`config.mk`:
```
export PLATFORM = sky130hd
export DESIGN_NAME = urv_fetch_queue
export DESIGN_NICKNAME = d
export VERILOG_FILES = /design/src/rtl/urv_fetch_queue.sv
export SDC_FILE = /design/constraint.sdc
export NUM_CORES = 1
export LEC_CHECK = 0
export CORE_ASPECT_RATIO = 1.75
export CORE_MARGIN = 2
export CORE_UTILIZATION = 40
export DETAILED_ROUTE_END_ITERATION = 6
export PLACE_DENSITY = 0.67
export SYNTH_ARGS = -nofsm -noshare
export SYNTH_HDL_FRONTEND = slang
export SYNTH_SLANG_ARGS = --single-unit
```
`constraint.sdc`:
```
create_clock -name clk_i -period 7.5 [get_ports clk_i]
set_clock_uncertainty 0.2 [all_clocks]
set_input_delay 1.875 -clock clk_i [delete_from_list [all_inputs] [get_ports clk_i]]
set_output_delay 1.875 -clock clk_i [all_outputs]
set_load 0.01 [all_outputs]
```
`src/rtl/urv_fetch_queue.sv`:
```
// ============================================================================
// Module   : urv_fetch_queue
// Purpose  : uRV fetch stage with a 2-entry prefetch queue and branch redirect
// Revision : 1.0 - initial release
// ============================================================================
`default_nettype none

module urv_fetch_queue #(
  parameter logic [31:0] g_reset_vector = 32'h0000_0000
) (
  input  logic        clk_i,
  input  logic        rst_i,
  input  logic        x_bra_i,
  input  logic [31:0] x_target_i,
  input  logic        f_stall_i,
  output logic [31:0] im_addr_o,
  output logic        im_rd_o,
  input  logic [31:0] im_data_i,
  input  logic        im_valid_i,
  output logic        f_valid_o,
  output logic [31:0] f_ir_o,
  output logic [31:0] f_pc_o
);

  typedef enum logic [1:0] {
    S_IDLE = 2'd0,
    S_WAIT = 2'd1,
    S_DROP = 2'd2
  } state_t;

  state_t      r_state;
  state_t      w_state_next;
  logic [31:0] r_fetch_pc;
  logic [31:0] r_pend_pc;
  logic [1:0]  r_count;
  logic        r_head;
  logic        r_tail;
  logic [31:0] r_q_pc [2];
  logic [31:0] r_q_ir [2];

  logic        w_pop;
  logic        w_push;
  logic        w_issue;
  logic [2:0]  w_count_next;
  logic        w_unused;

  assign w_unused = ^x_target_i[1:0];

  always_comb begin
    w_pop        = (r_count != 2'd0) & ~f_stall_i & ~x_bra_i;
    w_push       = im_valid_i & (r_state == S_WAIT) & ~x_bra_i;
    w_count_next = {1'b0, r_count} + {2'b00, w_push} - {2'b00, w_pop};
    // Only one request may be outstanding, and it must have a free slot to land in.
    w_issue      = ~rst_i & ~x_bra_i & ((r_state == S_IDLE) | im_valid_i) &
                   (w_count_next < 3'd2);
  end

  always_comb begin
    w_state_next = r_state;
    if (x_bra_i) begin
      // A response arriving with the redirect is already stale.
      if (r_state != S_IDLE)
        w_state_next = im_valid_i ? S_IDLE : S_DROP;
    end else if (w_issue) begin
      w_state_next = S_WAIT;
    end else if (im_valid_i && (r_state != S_IDLE)) begin
      w_state_next = S_IDLE;
    end
  end

  always_ff @(posedge clk_i) begin
    if (rst_i) begin
      r_state    <= S_IDLE;
      r_fetch_pc <= g_reset_vector;
      r_pend_pc  <= 32'h0;
      r_count    <= 2'd0;
      r_head     <= 1'b0;
      r_tail     <= 1'b0;
      r_q_pc[0]  <= 32'h0;
      r_q_pc[1]  <= 32'h0;
      r_q_ir[0]  <= 32'h0;
      r_q_ir[1]  <= 32'h0;
    end else begin
      r_state <= w_state_next;
      if (x_bra_i) begin
        r_count    <= 2'd0;
        r_head     <= 1'b0;
        r_tail     <= 1'b0;
        r_fetch_pc <= {x_target_i[31:2], 2'b00};
      end else begin
        r_count <= w_count_next[1:0];
        if (w_issue) begin
          r_pend_pc  <= r_fetch_pc;
          r_fetch_pc <= r_fetch_pc + 32'd4;
        end
        if (w_push) begin
          r_q_pc[r_tail] <= r_pend_pc;
          r_q_ir[r_tail] <= im_data_i;
          r_tail         <= ~r_tail;
        end
        if (w_pop)
          r_head <= ~r_head;
      end
    end
  end

  assign im_addr_o = r_fetch_pc;
  assign im_rd_o   = w_issue;
  assign f_valid_o = (r_count != 2'd0);
  assign f_pc_o    = r_q_pc[r_head];
  assign f_ir_o    = r_q_ir[r_head];

endmodule

`default_nettype wire

```
==> flow_summary.ini <==
[detailed_routing]
wl_per_cell_um = 17.7
via_per_inst = 5.20
antenna_left = 0
drc = 0
via_count = 5933
drt_pre_antenna_iters = 5
drtIter0Drc = 311
wl_mm = 20.2

[status]
status = finished clean

[global_routing]
met1_usage_pct = 20.3
antenna_found_initial = 0
grt_usage_pct = 18.1
grt_pass1_wl_mm = 31.2
grt_start_max_net_pins = 65
grt-ovfl-total = 0
grt_pass1_vias = 5868
grtUsageMet2_pct = 33.3
grt.busiest_layer = met2
use_met3_pct = 3.54

[clocking]
cts-root-buf = clkbuf_16
insertion_delay_ns = 0.43
cts_setup_buffers = 0
cts-buffers-inserted = 17
cts_max_level = 4
cts.sinks = 191
holdBufCountCts = 0
clk_pin_slew_ns = 0.07
cts_tree = built
cts_resized = 0
clockBufferDepth = 2

[sta]
timing.final.ws_setup_ns = 0.570
worst_pin_slew_ns = 1.06
relSlewSlack_pct = 28.8
rsz0062_at_grt = no
fin_crit_sh_pct = 92.4
final-hold-violation-count = 0
post-route-min-period_ns = 6.93
setup_violations = 0
tns_ns = 0
fmax_mhz = 144
slew_violations = 0

[setup_path]
cp_max_fo = 12
worst_setup_path_end_kind = output pin
worstPathRequired_ns = 5.43
critPathKind = in -> out
crit_path_start_kind = input port
arrival_ns = 4.85

[floorplan]
num_rows = 70
die_w_um = 114
start_util_pct = 40.6
die_area_sq_um = 22400
ios = 167
dieHeight_um = 196
coreArea_sq_um = 20800

[job]
maxCapViolations = 0

[synthesis]
synth_cell_types = 55
synth-seq-cells = 191
ys_seq_area_share_pct = 59.8
yosysWarnings = 0
avgSynthCellArea_sq_um = 11.6
syn_inst = 730
ys.flop_type = edfxtp_1
syn_area_sq_um = 8470
synth-edff-count = 124
async_flop_share_pct = 0

[final_layout]
layout_common_cells = clkdlybuf4s50_1, and2_1, edfxtp_1, nand2_1, dfxtp_1
utilization_pct = 52.1
mostFrequentLayoutCell = clkdlybuf4s50_1
diodes = 0
drive_gt1_share_pct = 13.7
final_cells = 1140
area_growth_pct = 28.3
nets = 948

[pwr]
power_density_nw_per_um2 = 208
leakagePower_nw = 3.93
power.total_mw = 2.26
ir_drop_mv = 0.120

[place]
dpl.cell_count = 1108
routabilityCongestion = 0.839
hpwl_mm = 13.1
io_buffers = 160
dp_worst_setup_slack_ns = 0.519

[worst_hold_path]
worstHoldPathType = reg -> reg
==> cell type report <==
cell class,count,area (sq um)
clock buffer,17,425
clock inverter,15,150
fill,1844,9980
inverter,11,41.3
multi-input combinational,484,3200
sequential,191,5070
tap,252,315
timing repair buffer,170,1670
==> logic make-up after synthesis <==
group                      count (synthesis)  share of synthesized area [%]
buffers and inverters                     58                           2.93
and+or+nand+nor                          304                           20.2
AOI/OAI and AO/OA                         97                           6.66
adders and majority gates                  4                          0.680
xor gates and xnor gates                  10                           1.03
other                                      1                         0.0443
DFF                                      191                           59.8
muxes                                     65                           8.63
==> power by group <==
group | leakage [nW] | internal (mW) | switching (mW)
combinational | 1.81 | 0.101 | 0.0909
clock | 0.284 | 0.469 | 0.414
sequential | 1.83 | 1.16 | 0.0304
total | 3.93 | 1.73 | 0.536
==> path summary, 6_finish.rpt <==
| kind | from | endpoint | slack (ns) | cells past startpoint |
|---|---|---|---|---|
| setup / recovery | x_bra_i | im_rd_o | 0.57 | 11 |
| hold / removal | r_pend_pc[18]$_SDFFE_PP0P_ | r_pend_pc[18]$_SDFFE_PP0P_ | 0.26 | 2 |
| setup reg to reg | r_count[1]$_SDFF_PP0_ | im_addr_o[16]$_SDFFE_PP0P_ | 3.66 | 12 |
| hold reg to reg | r_pend_pc[18]$_SDFFE_PP0P_ | r_pend_pc[18]$_SDFFE_PP0P_ | 0.26 | 2 |
==> metal layers <==
layer / share of wire, % / wire [um]
met5: 0 / 0
met1: 39 / 7800
met2: 55 / 11000
met4: 2.9 / 596
met3: 3.9 / 791
==> metrics by stage <==
step / instance area (sq um) / hold WS [ns]
3_5_place_dp: 10300 / 0.251
6_report: 10900 / 0.263
5_1_grt: 10900 / 0.280
2_1_floorplan: 8480 / 0.240
4_1_cts: 10900 / 0.261
3_3_place_gp: 10300 / 0.246
==> synthesized netlist by cell type, types with 11 or more instances <==
cell type | instances | area, sq um
dfxtp_1 | 67 | 1340
a21oi_1 | 53 | 265
nand2_1 | 84 | 315
and3_1 | 11 | 68.8
and2_1 | 130 | 813
o21ai_0 | 11 | 55.1
edfxtp_1 | 124 | 3720
clkbuf_1 | 31 | 116
nor2_1 | 13 | 48.8
mux2_2 | 64 | 721
nand4_1 | 14 | 87.6
nor3_1 | 13 | 65.1
==> critical path, stage by stage <==
cell,delay (ns)
clkdlybuf4s50_1,0.45
buf_4,0.20
nor3b_1,0.36
ha_1,0.29
inv_1,0.06
ha_1,0.16
fa_1,0.44
nor3_2,0.28
nand3_2,0.11
inv_1,0.09
clkdlybuf4s50_1,0.54
==> flip-flops by register name (all words and copies together) (netlist names), named ones only <==
name	cells
r_q_ir	64
r_q_pc	60
r_tail	1
r_state	2
r_count	2
r_head	1
r_pend_pc	30
im_addr_o	30
No activity file was read; power rests on OpenSTA's default activity.
